===== config.mk =====
export PLATFORM = sky130hd
export DESIGN_NAME = dma_ctrl_flat
export DESIGN_NICKNAME = d
export VERILOG_FILES = /design/src/rtl/dma_ctrl_if.sv /design/src/rtl/dma_ctrl.sv /design/src/flat_wrapper.sv
export SDC_FILE = /design/constraint.sdc
export NUM_CORES = 1
export LEC_CHECK = 0
export BUFFER_PORTS_ARGS = -buffer_cell sky130_fd_sc_hd__buf_2
export CORE_AREA = 2 2 124 126
export CTS_CLUSTER_DIAMETER = 30
export DETAILED_ROUTE_END_ITERATION = 8
export DIE_AREA = 0 0 126 128
export SYNTH_ARGS = -nofsm -noshare
export SYNTH_HDL_FRONTEND = slang
export SYNTH_SLANG_ARGS = --single-unit

===== constraint.sdc =====
create_clock -name i_clk -period 2.13 [get_ports i_clk]
set_input_delay 0.3195 -clock i_clk [delete_from_list [all_inputs] [get_ports i_clk]]
set_output_delay 0.3195 -clock i_clk [all_outputs]
set_load 0.01 [all_outputs]

===== src/rtl/dma_ctrl_if.sv =====
// Bundles the CPU register-access bus and the DMA side of the shared system bus.
// slave = the dma_ctrl side, master = the SoC/top-level side.
interface dma_ctrl_if;
  logic        i_we;
  logic [15:0] i_addr;
  logic [15:0] i_wdata;
  logic [15:0] o_rdata;
  logic [15:0] i_rdata;
  logic        o_bus_req;
  logic [15:0] o_addr;
  logic        o_we;
  logic [15:0] o_wdata;
  logic        o_cpu_ce;
  logic        o_int;

  modport slave (
    input  i_we, i_addr, i_wdata, i_rdata,
    output o_rdata, o_bus_req, o_addr, o_we, o_wdata, o_cpu_ce, o_int
  );

  modport master (
    output i_we, i_addr, i_wdata, i_rdata,
    input  o_rdata, o_bus_req, o_addr, o_we, o_wdata, o_cpu_ce, o_int
  );
endinterface


===== src/rtl/dma_ctrl.sv =====
// Memory-mapped word-copy DMA engine and CPU/DMA bus arbiter with periodic CPU yield.
// Optional feature macro: DMA_FILL_EN (pattern fill mode, 1 cycle/word).
module dma_ctrl #(
    parameter logic [15:0] BASE  = 16'h0440,
    parameter int unsigned BURST = 8
) (
    input  logic     i_clk,
    input  logic     i_reset_n,
    dma_ctrl_if.slave bus
);

    typedef enum logic [2:0] {
        S_IDLE, S_GRANT, S_READ, S_WRITE, S_YIELD, S_DONE
    } state_t;

    state_t      state, state_nx;
    logic [15:0] src, dst, len;
    logic        src_inc, dst_inc, ie, done;
    logic [7:0]  burst_cnt;
    logic        fill;
    logic [15:0] pattern;

    logic [3:0]  off;
    logic        busy, cpu_wr, regs_wr, wr_ctrl;
    logic        start, abort, clr_done, done_set, done_clr;
    logic        last_word, burst_end;

    // Register accesses are honoured only while the CPU is actually clocked.
    assign off       = bus.i_addr[3:0];
    assign busy      = (state != S_IDLE);
    assign cpu_wr    = bus.i_we && (bus.i_addr[15:4] == BASE[15:4]) && bus.o_cpu_ce;
    assign regs_wr   = cpu_wr && !busy;
    assign wr_ctrl   = cpu_wr && (off == 4'd3);
    assign start     = wr_ctrl && !busy && bus.i_wdata[0];
    assign abort     = wr_ctrl && bus.i_wdata[6];
    assign clr_done  = wr_ctrl && bus.i_wdata[7];
    assign last_word = (len == 16'd1);
    assign burst_end = (burst_cnt == 8'(BURST - 1));

    assign done_set = (state == S_WRITE && last_word) || (state == S_YIELD && abort)
                    || (start && len == 16'd0);
    assign done_clr = (start && len != 16'd0) || clr_done;

`ifdef DMA_FILL_EN
    always_ff @(posedge i_clk or negedge i_reset_n) begin
        if (!i_reset_n) begin
            fill    <= 1'b0;
            pattern <= '0;
        end else begin
            if (regs_wr && off == 4'd3) fill    <= bus.i_wdata[4];
            if (regs_wr && off == 4'd4) pattern <= bus.i_wdata;
        end
    end
`else
    assign fill    = 1'b0;
    assign pattern = '0;
`endif

    // NOTE: state is updated with <= so every flop samples pre-edge values, like real hardware.
    always_ff @(posedge i_clk or negedge i_reset_n) begin
        if (!i_reset_n) state <= S_IDLE;
        else            state <= state_nx;
    end

    // NOTE: state_nx gets a default before the case so no path leaves it unassigned (no latch).
    always_comb begin
        state_nx = state;
        unique case (state)
            S_IDLE:  if (start && len != 16'd0) state_nx = S_GRANT;
            S_GRANT: state_nx = fill ? S_WRITE : S_READ;
            S_READ:  state_nx = S_WRITE;
            S_WRITE: begin
                if (last_word)      state_nx = S_DONE;
                else if (burst_end) state_nx = S_YIELD;
                else                state_nx = fill ? S_WRITE : S_READ;
            end
            S_YIELD: state_nx = abort ? S_IDLE : S_GRANT;
            S_DONE:  state_nx = S_IDLE;
            default: state_nx = S_IDLE;
        endcase
    end

    always_ff @(posedge i_clk or negedge i_reset_n) begin
        if (!i_reset_n) begin
            src       <= '0;
            dst       <= '0;
            len       <= '0;
            src_inc   <= 1'b0;
            dst_inc   <= 1'b0;
            ie        <= 1'b0;
            done      <= 1'b0;
            burst_cnt <= '0;
        end else begin
            if (regs_wr) begin
                unique case (off)
                    4'd0: src <= bus.i_wdata;
                    4'd1: dst <= bus.i_wdata;
                    4'd2: len <= bus.i_wdata;
                    4'd3: begin
                        src_inc <= bus.i_wdata[1];
                        dst_inc <= bus.i_wdata[2];
                        ie      <= bus.i_wdata[3];
                    end
                    default: ;
                endcase
            end
            if (state == S_WRITE) begin
                len       <= len - 16'd1;
                burst_cnt <= burst_end ? 8'd0 : burst_cnt + 8'd1;
                if (src_inc && !fill) src <= src + 16'd1;
                if (dst_inc)          dst <= dst + 16'd1;
            end
            if (start) burst_cnt <= '0;
            // A coincident set beats CLR_DONE.
            if (done_set)      done <= 1'b1;
            else if (done_clr) done <= 1'b0;
        end
    end

    always_comb begin
        bus.o_bus_req = (state == S_GRANT) || (state == S_READ) || (state == S_WRITE);
        bus.o_cpu_ce  = (state == S_IDLE) || (state == S_YIELD);
        bus.o_we      = (state == S_WRITE);
        bus.o_addr    = '0;
        bus.o_wdata   = '0;
        if (state == S_READ)  bus.o_addr = src;
        if (state == S_WRITE) begin
            bus.o_addr  = dst;
            bus.o_wdata = fill ? pattern : bus.i_rdata;
        end
    end

    assign bus.o_int = done & ie;

    always_comb begin
        bus.o_rdata = '0;
        if (bus.i_addr[15:4] == BASE[15:4]) begin
            unique case (off)
                4'd0:    bus.o_rdata = src;
                4'd1:    bus.o_rdata = dst;
                4'd2:    bus.o_rdata = len;
                4'd3:    bus.o_rdata = {6'd0, done, busy, 3'd0, fill, ie, dst_inc, src_inc, 1'b0};
                4'd4:    bus.o_rdata = pattern;
                default: bus.o_rdata = '0;
            endcase
        end
    end

    logic unused_wdata;
    assign unused_wdata = ^{bus.i_wdata[15:8], bus.i_wdata[5], bus.i_wdata[4]};

endmodule


===== src/flat_wrapper.sv =====
// flat-port wrapper written by rule: the top's interface ports become plain ports
module dma_ctrl_flat 
#(
    parameter logic [15:0] BASE  = 16'h0440,
    parameter int unsigned BURST = 8
)
  (i_clk, i_reset_n, bus_i_we, bus_i_addr, bus_i_wdata, bus_i_rdata, bus_o_rdata, bus_o_bus_req, bus_o_addr, bus_o_we, bus_o_wdata, bus_o_cpu_ce, bus_o_int);
  dma_ctrl_if bus_i ();
  input  logic i_clk;
  input  logic i_reset_n;
  input wire logic [$bits(bus_i.i_we)-1:0] bus_i_we;
  input wire logic [$bits(bus_i.i_addr)-1:0] bus_i_addr;
  input wire logic [$bits(bus_i.i_wdata)-1:0] bus_i_wdata;
  input wire logic [$bits(bus_i.i_rdata)-1:0] bus_i_rdata;
  output wire logic [$bits(bus_i.o_rdata)-1:0] bus_o_rdata;
  output wire logic [$bits(bus_i.o_bus_req)-1:0] bus_o_bus_req;
  output wire logic [$bits(bus_i.o_addr)-1:0] bus_o_addr;
  output wire logic [$bits(bus_i.o_we)-1:0] bus_o_we;
  output wire logic [$bits(bus_i.o_wdata)-1:0] bus_o_wdata;
  output wire logic [$bits(bus_i.o_cpu_ce)-1:0] bus_o_cpu_ce;
  output wire logic [$bits(bus_i.o_int)-1:0] bus_o_int;
  assign bus_i.i_we = bus_i_we;
  assign bus_i.i_addr = bus_i_addr;
  assign bus_i.i_wdata = bus_i_wdata;
  assign bus_i.i_rdata = bus_i_rdata;
  assign bus_o_rdata = bus_i.o_rdata;
  assign bus_o_bus_req = bus_i.o_bus_req;
  assign bus_o_addr = bus_i.o_addr;
  assign bus_o_we = bus_i.o_we;
  assign bus_o_wdata = bus_i.o_wdata;
  assign bus_o_cpu_ce = bus_i.o_cpu_ce;
  assign bus_o_int = bus_i.o_int;
  dma_ctrl #(.BASE(BASE), .BURST(BURST)) u_core (.i_clk(i_clk), .i_reset_n(i_reset_n), .bus(bus_i));
endmodule

==> flow_summary.yaml <==
status:
  outcome: "finished, violations left"
  violations: "negative hold slack"
worst_setup_path:
  startpoint_type: "register"
  cpPeakStageDelay_ns: 0.47
  startpoint: "u_core.state[2]$_DFFE_PN0P_"
  timing.rr.start: "u_core.state[0]$_DFFE_PN0P_"
  critPathCaptureType: "primary output"
  crit_chain: "nand3b_4 -> inv_6 -> buf_6 -> a22o_1 -> buf_2"
  crit_type: "register to primary output"
  worstPathMaxFanout: 15
  cp.arrival_ns: 1.71
  required_ns: 1.81
  cp_slowest_cell: "dfrtp_2"
yosys:
  synth_edf_count: 0
  synth_area_um2: 4320
  yosysSeqAreaShare: 0.365
  ys_ff_latch: 63
  synth_cells: 512
  yosysWarnings: 0
  ys_types: 65
  avgSynthCellArea_um2: 8.44
  ys.flop_type: "dfrtp_1"
  async_reset_ff_frac: 1.00
  synth.net_count: 569
global_route:
  antenna_found_initial: 0
  grtUsageMet2: 0.270
  grt_pass1_vias: 4345
  grt_max_degree: 64
  grt_use_met1: 0.258
  grt_usage: 0.182
  grt-ovfl-total: 0
  top_usage_layer: "met2"
  grt_pass1_wl_um: 23500
  grt_use_met3: 0.0463
route:
  drcViolationCount: 0
  drt_pass1_iterations: 6
  vias: 4721
  final_antenna_net_count: 0
  wire_per_inst_um: 18.5
  drt_iter0_drc: 696
  vias_per_cell: 5.80
  routed_wl_um: 15100
placed_design:
  dpl_cell_area_um2: 5080
  place_congestion: 0.952
  portBuffers: 102
  dpl.hpwl_um: 11300
  pre_cts_ws_ns: 0.109
timing:
  worstMarginPinSlew_ns: 0.550
  fin_skew_ns: 0.00400
  setup_viol: 0
  fin_setup_tns_ns: 0
  rsz0062_at_grt: "no"
  drv_slew: 0
  setup_ws_ns: 0.0966
  max_slew_margin: 0.630
  hold_violations: 1
  fin_crit_sh: 0.955
  whs_ns: -0.000865
  clock.fmax_mhz: 492
  period_minus_slack_ns: 2.03
clock_tree:
  htreeDepth: 3
  clock_path_buffers: 2
  clkSinkCount: 63
  path_clk_slew_ns: 0.06
  hold_buffers: 0
  tritoncts: "built"
  numCtsBuffers: 9
  clk_latency_ns: 0.33
  cts-root-buf: "clkbuf_16"
floorplan:
  die_w_um: 126
  coreArea_um2: 14900
  start_util: 0.291
  row_count: 45
  io_pins: 103
  dieArea_um2: 16100
  die_h_um: 128
final_layout:
  layout.nets: 678
  num-fill-cells: 1540
  drive_above_1_share: 0.294
  finalInstanceArea_um2: 5460
  diodes: 0
  areaGrowthSynthToFinish_pct: 26.3
power:
  power.density_nw_per_um2: 522
  p_leak_nw: 2.28
  ir_drop_v: 0.000329
flow_run:
  maxCapViolCount: 0
hold_path:
  min_path_type: "input port to asynchronous set/reset pin"
-- critical path, delay by kind of cell, from the launching register on --
| kind | cells | cell delay (ns) |
|---|---|---|
| AOI/OAI and AO/OA | 1 | 0.20 |
| and+or+nand+nor | 1 | 0.23 |
| DFF | 1 | 0.47 |
| buffers and inverters | 3 | 0.47 |
-- cells by family (layout without fill, tap and decap cells) --
kind of cell	count (synthesis)	in the layout	synth area share
flip-flops	63	63	0.365
XOR/XNOR	3	3	0.00608
AO/OA/AOI/OAI	157	157	0.251
AND/OR/NAND/NOR	239	239	0.301
adder cells (fa/ha/maj)	6	6	0.0174
multiplexers	3	3	0.00782
buffers and inverters	41	155	0.0518
-- per-layer routing --
layer,share of wire,wire (um),vias up
met5,0,0,-
met4,0.028,421,0
met3,0.11,1670,40
met2,0.43,6480,337
met1,0.43,6510,2181
li1,-,-,2163
-- power by group --
| group | internal (mW) | switching (mW) |
|---|---|---|
| Sequential | 1.20 | 0.00719 |
| Combinational | 0.0573 | 0.0923 |
| Clock | 0.930 | 0.558 |
-- worst paths after layout --
check                                                        to  slack [ns]  cells after the start
worst max-delay path                              bus_o_addr[6]         0.1                      5
worst min-delay path                    u_core.dst[2]$_DFF_PN0_     -0.0009                      2
worst max register to register          u_core.dst[4]$_DFF_PN0_        0.17                      5
worst min register to register  u_core.burst_cnt[6]$_DFFE_PN0P_        0.55                      1
max in group asynchronous           u_core.state[0]$_DFFE_PN0P_        1.84                      2
min in group i_clk                   u_core.len[14]$_DFFE_PN0P_        0.27                      3
-- cell usage after synthesis (3+ instances only) --
cell	instances	area, um^2
a21oi_1	41	205
a222oi_1	11	110
a22o_1	15	131
dfrtp_1	63	1580
a31oi_1	6	37.5
nor3_1	23	115
o211ai_1	7	52.6
o22ai_1	10	62.6
inv_1	7	26.3
and3_1	4	25.0
or4_1	3	22.5
or2_2	3	18.8
and2_1	20	125
a31o_2	3	26.3
buf_2	11	55.1
nor3_2	3	30.0
nand4_1	11	68.8
a22oi_1	9	67.6
buf_6	4	45.0
a211o_1	3	26.3
buf_4	4	30.0
ha_1	6	75.1
clkbuf_1	13	48.8
and4_1	5	43.8
o21ai_0	20	100
mux2_2	3	33.8
nand3_1	29	145
nor2_1	59	221
or3_1	8	50.1
a211oi_1	12	90.1
nand2_1	49	184
-- placed cells by master (no fill, tap or decap), drive strengths merged, types with 3 or more instances in the layout --
cell type,netlist,layout
buf,20,131
dfrtp,63,63
nor2,60,60
nand2,50,50
a21oi,41,41
nand3,30,30
nor3,27,27
o21ai,23,23
and2,21,21
a22o,15,15
a211oi,13,13
nand4,12,12
a222oi,11,11
o22ai,10,10
clkbuf,13,10
a22oi,9,9
or3,8,8
inv,8,8
o211ai,7,7
a31oi,6,6
ha,6,6
and4,5,5
nor4,5,5
and3,4,4
or2,3,3
a211o,3,3
a31o,3,3
or4,3,3
mux2,3,3
clkinv,0,3
nor4b,3,3
-- stage by stage --
step / instances / power [mW] / utilization / hold WS [ns]
3_5_place_dp: 792 / 1.38 / 0.341 / 0.367
3_3_place_gp: 792 / 1.38 / 0.341 / 0.367
4_1_cts: 808 / 2.87 / 0.362 / 0.0126
2_1_floorplan: 512 / 1.26 / - / 0.0239
6_report: 814 / 2.85 / 0.367 / -0.000865
5_1_grt: 814 / 2.93 / 0.367 / 0.0252
-- what timing repair did --
| action | CTS | global route |
|---|---|---|
| setup endpoints to repair | 31 | 27 |
| buffers inserted | 0 | 5 |
| resized for setup | 5 | 7 |
| cloned | 0 | 1 |
-- registers in the layout (all words and copies together) (netlist names) --
signal and count:
u_core.dst 16, u_core.dst_inc 1, u_core.burst_cnt 8, u_core.src_inc 1, u_core.len 16, u_core.state 3
u_core.src 16, u_core.done 1, u_core.ie 1
-- area by class of cell --
type                       count  area, um^2  area share
clock buffer                  10         239      0.0438
sequential                    63        1580       0.290
clock inverter                 6        60.1      0.0110
timing repair buffer         131         758       0.139
multi-input combinational    408        2550       0.467
tap                          188         235      0.0431
inverter                       8        35.0     0.00642
Power figures use the tool's default switching activity.
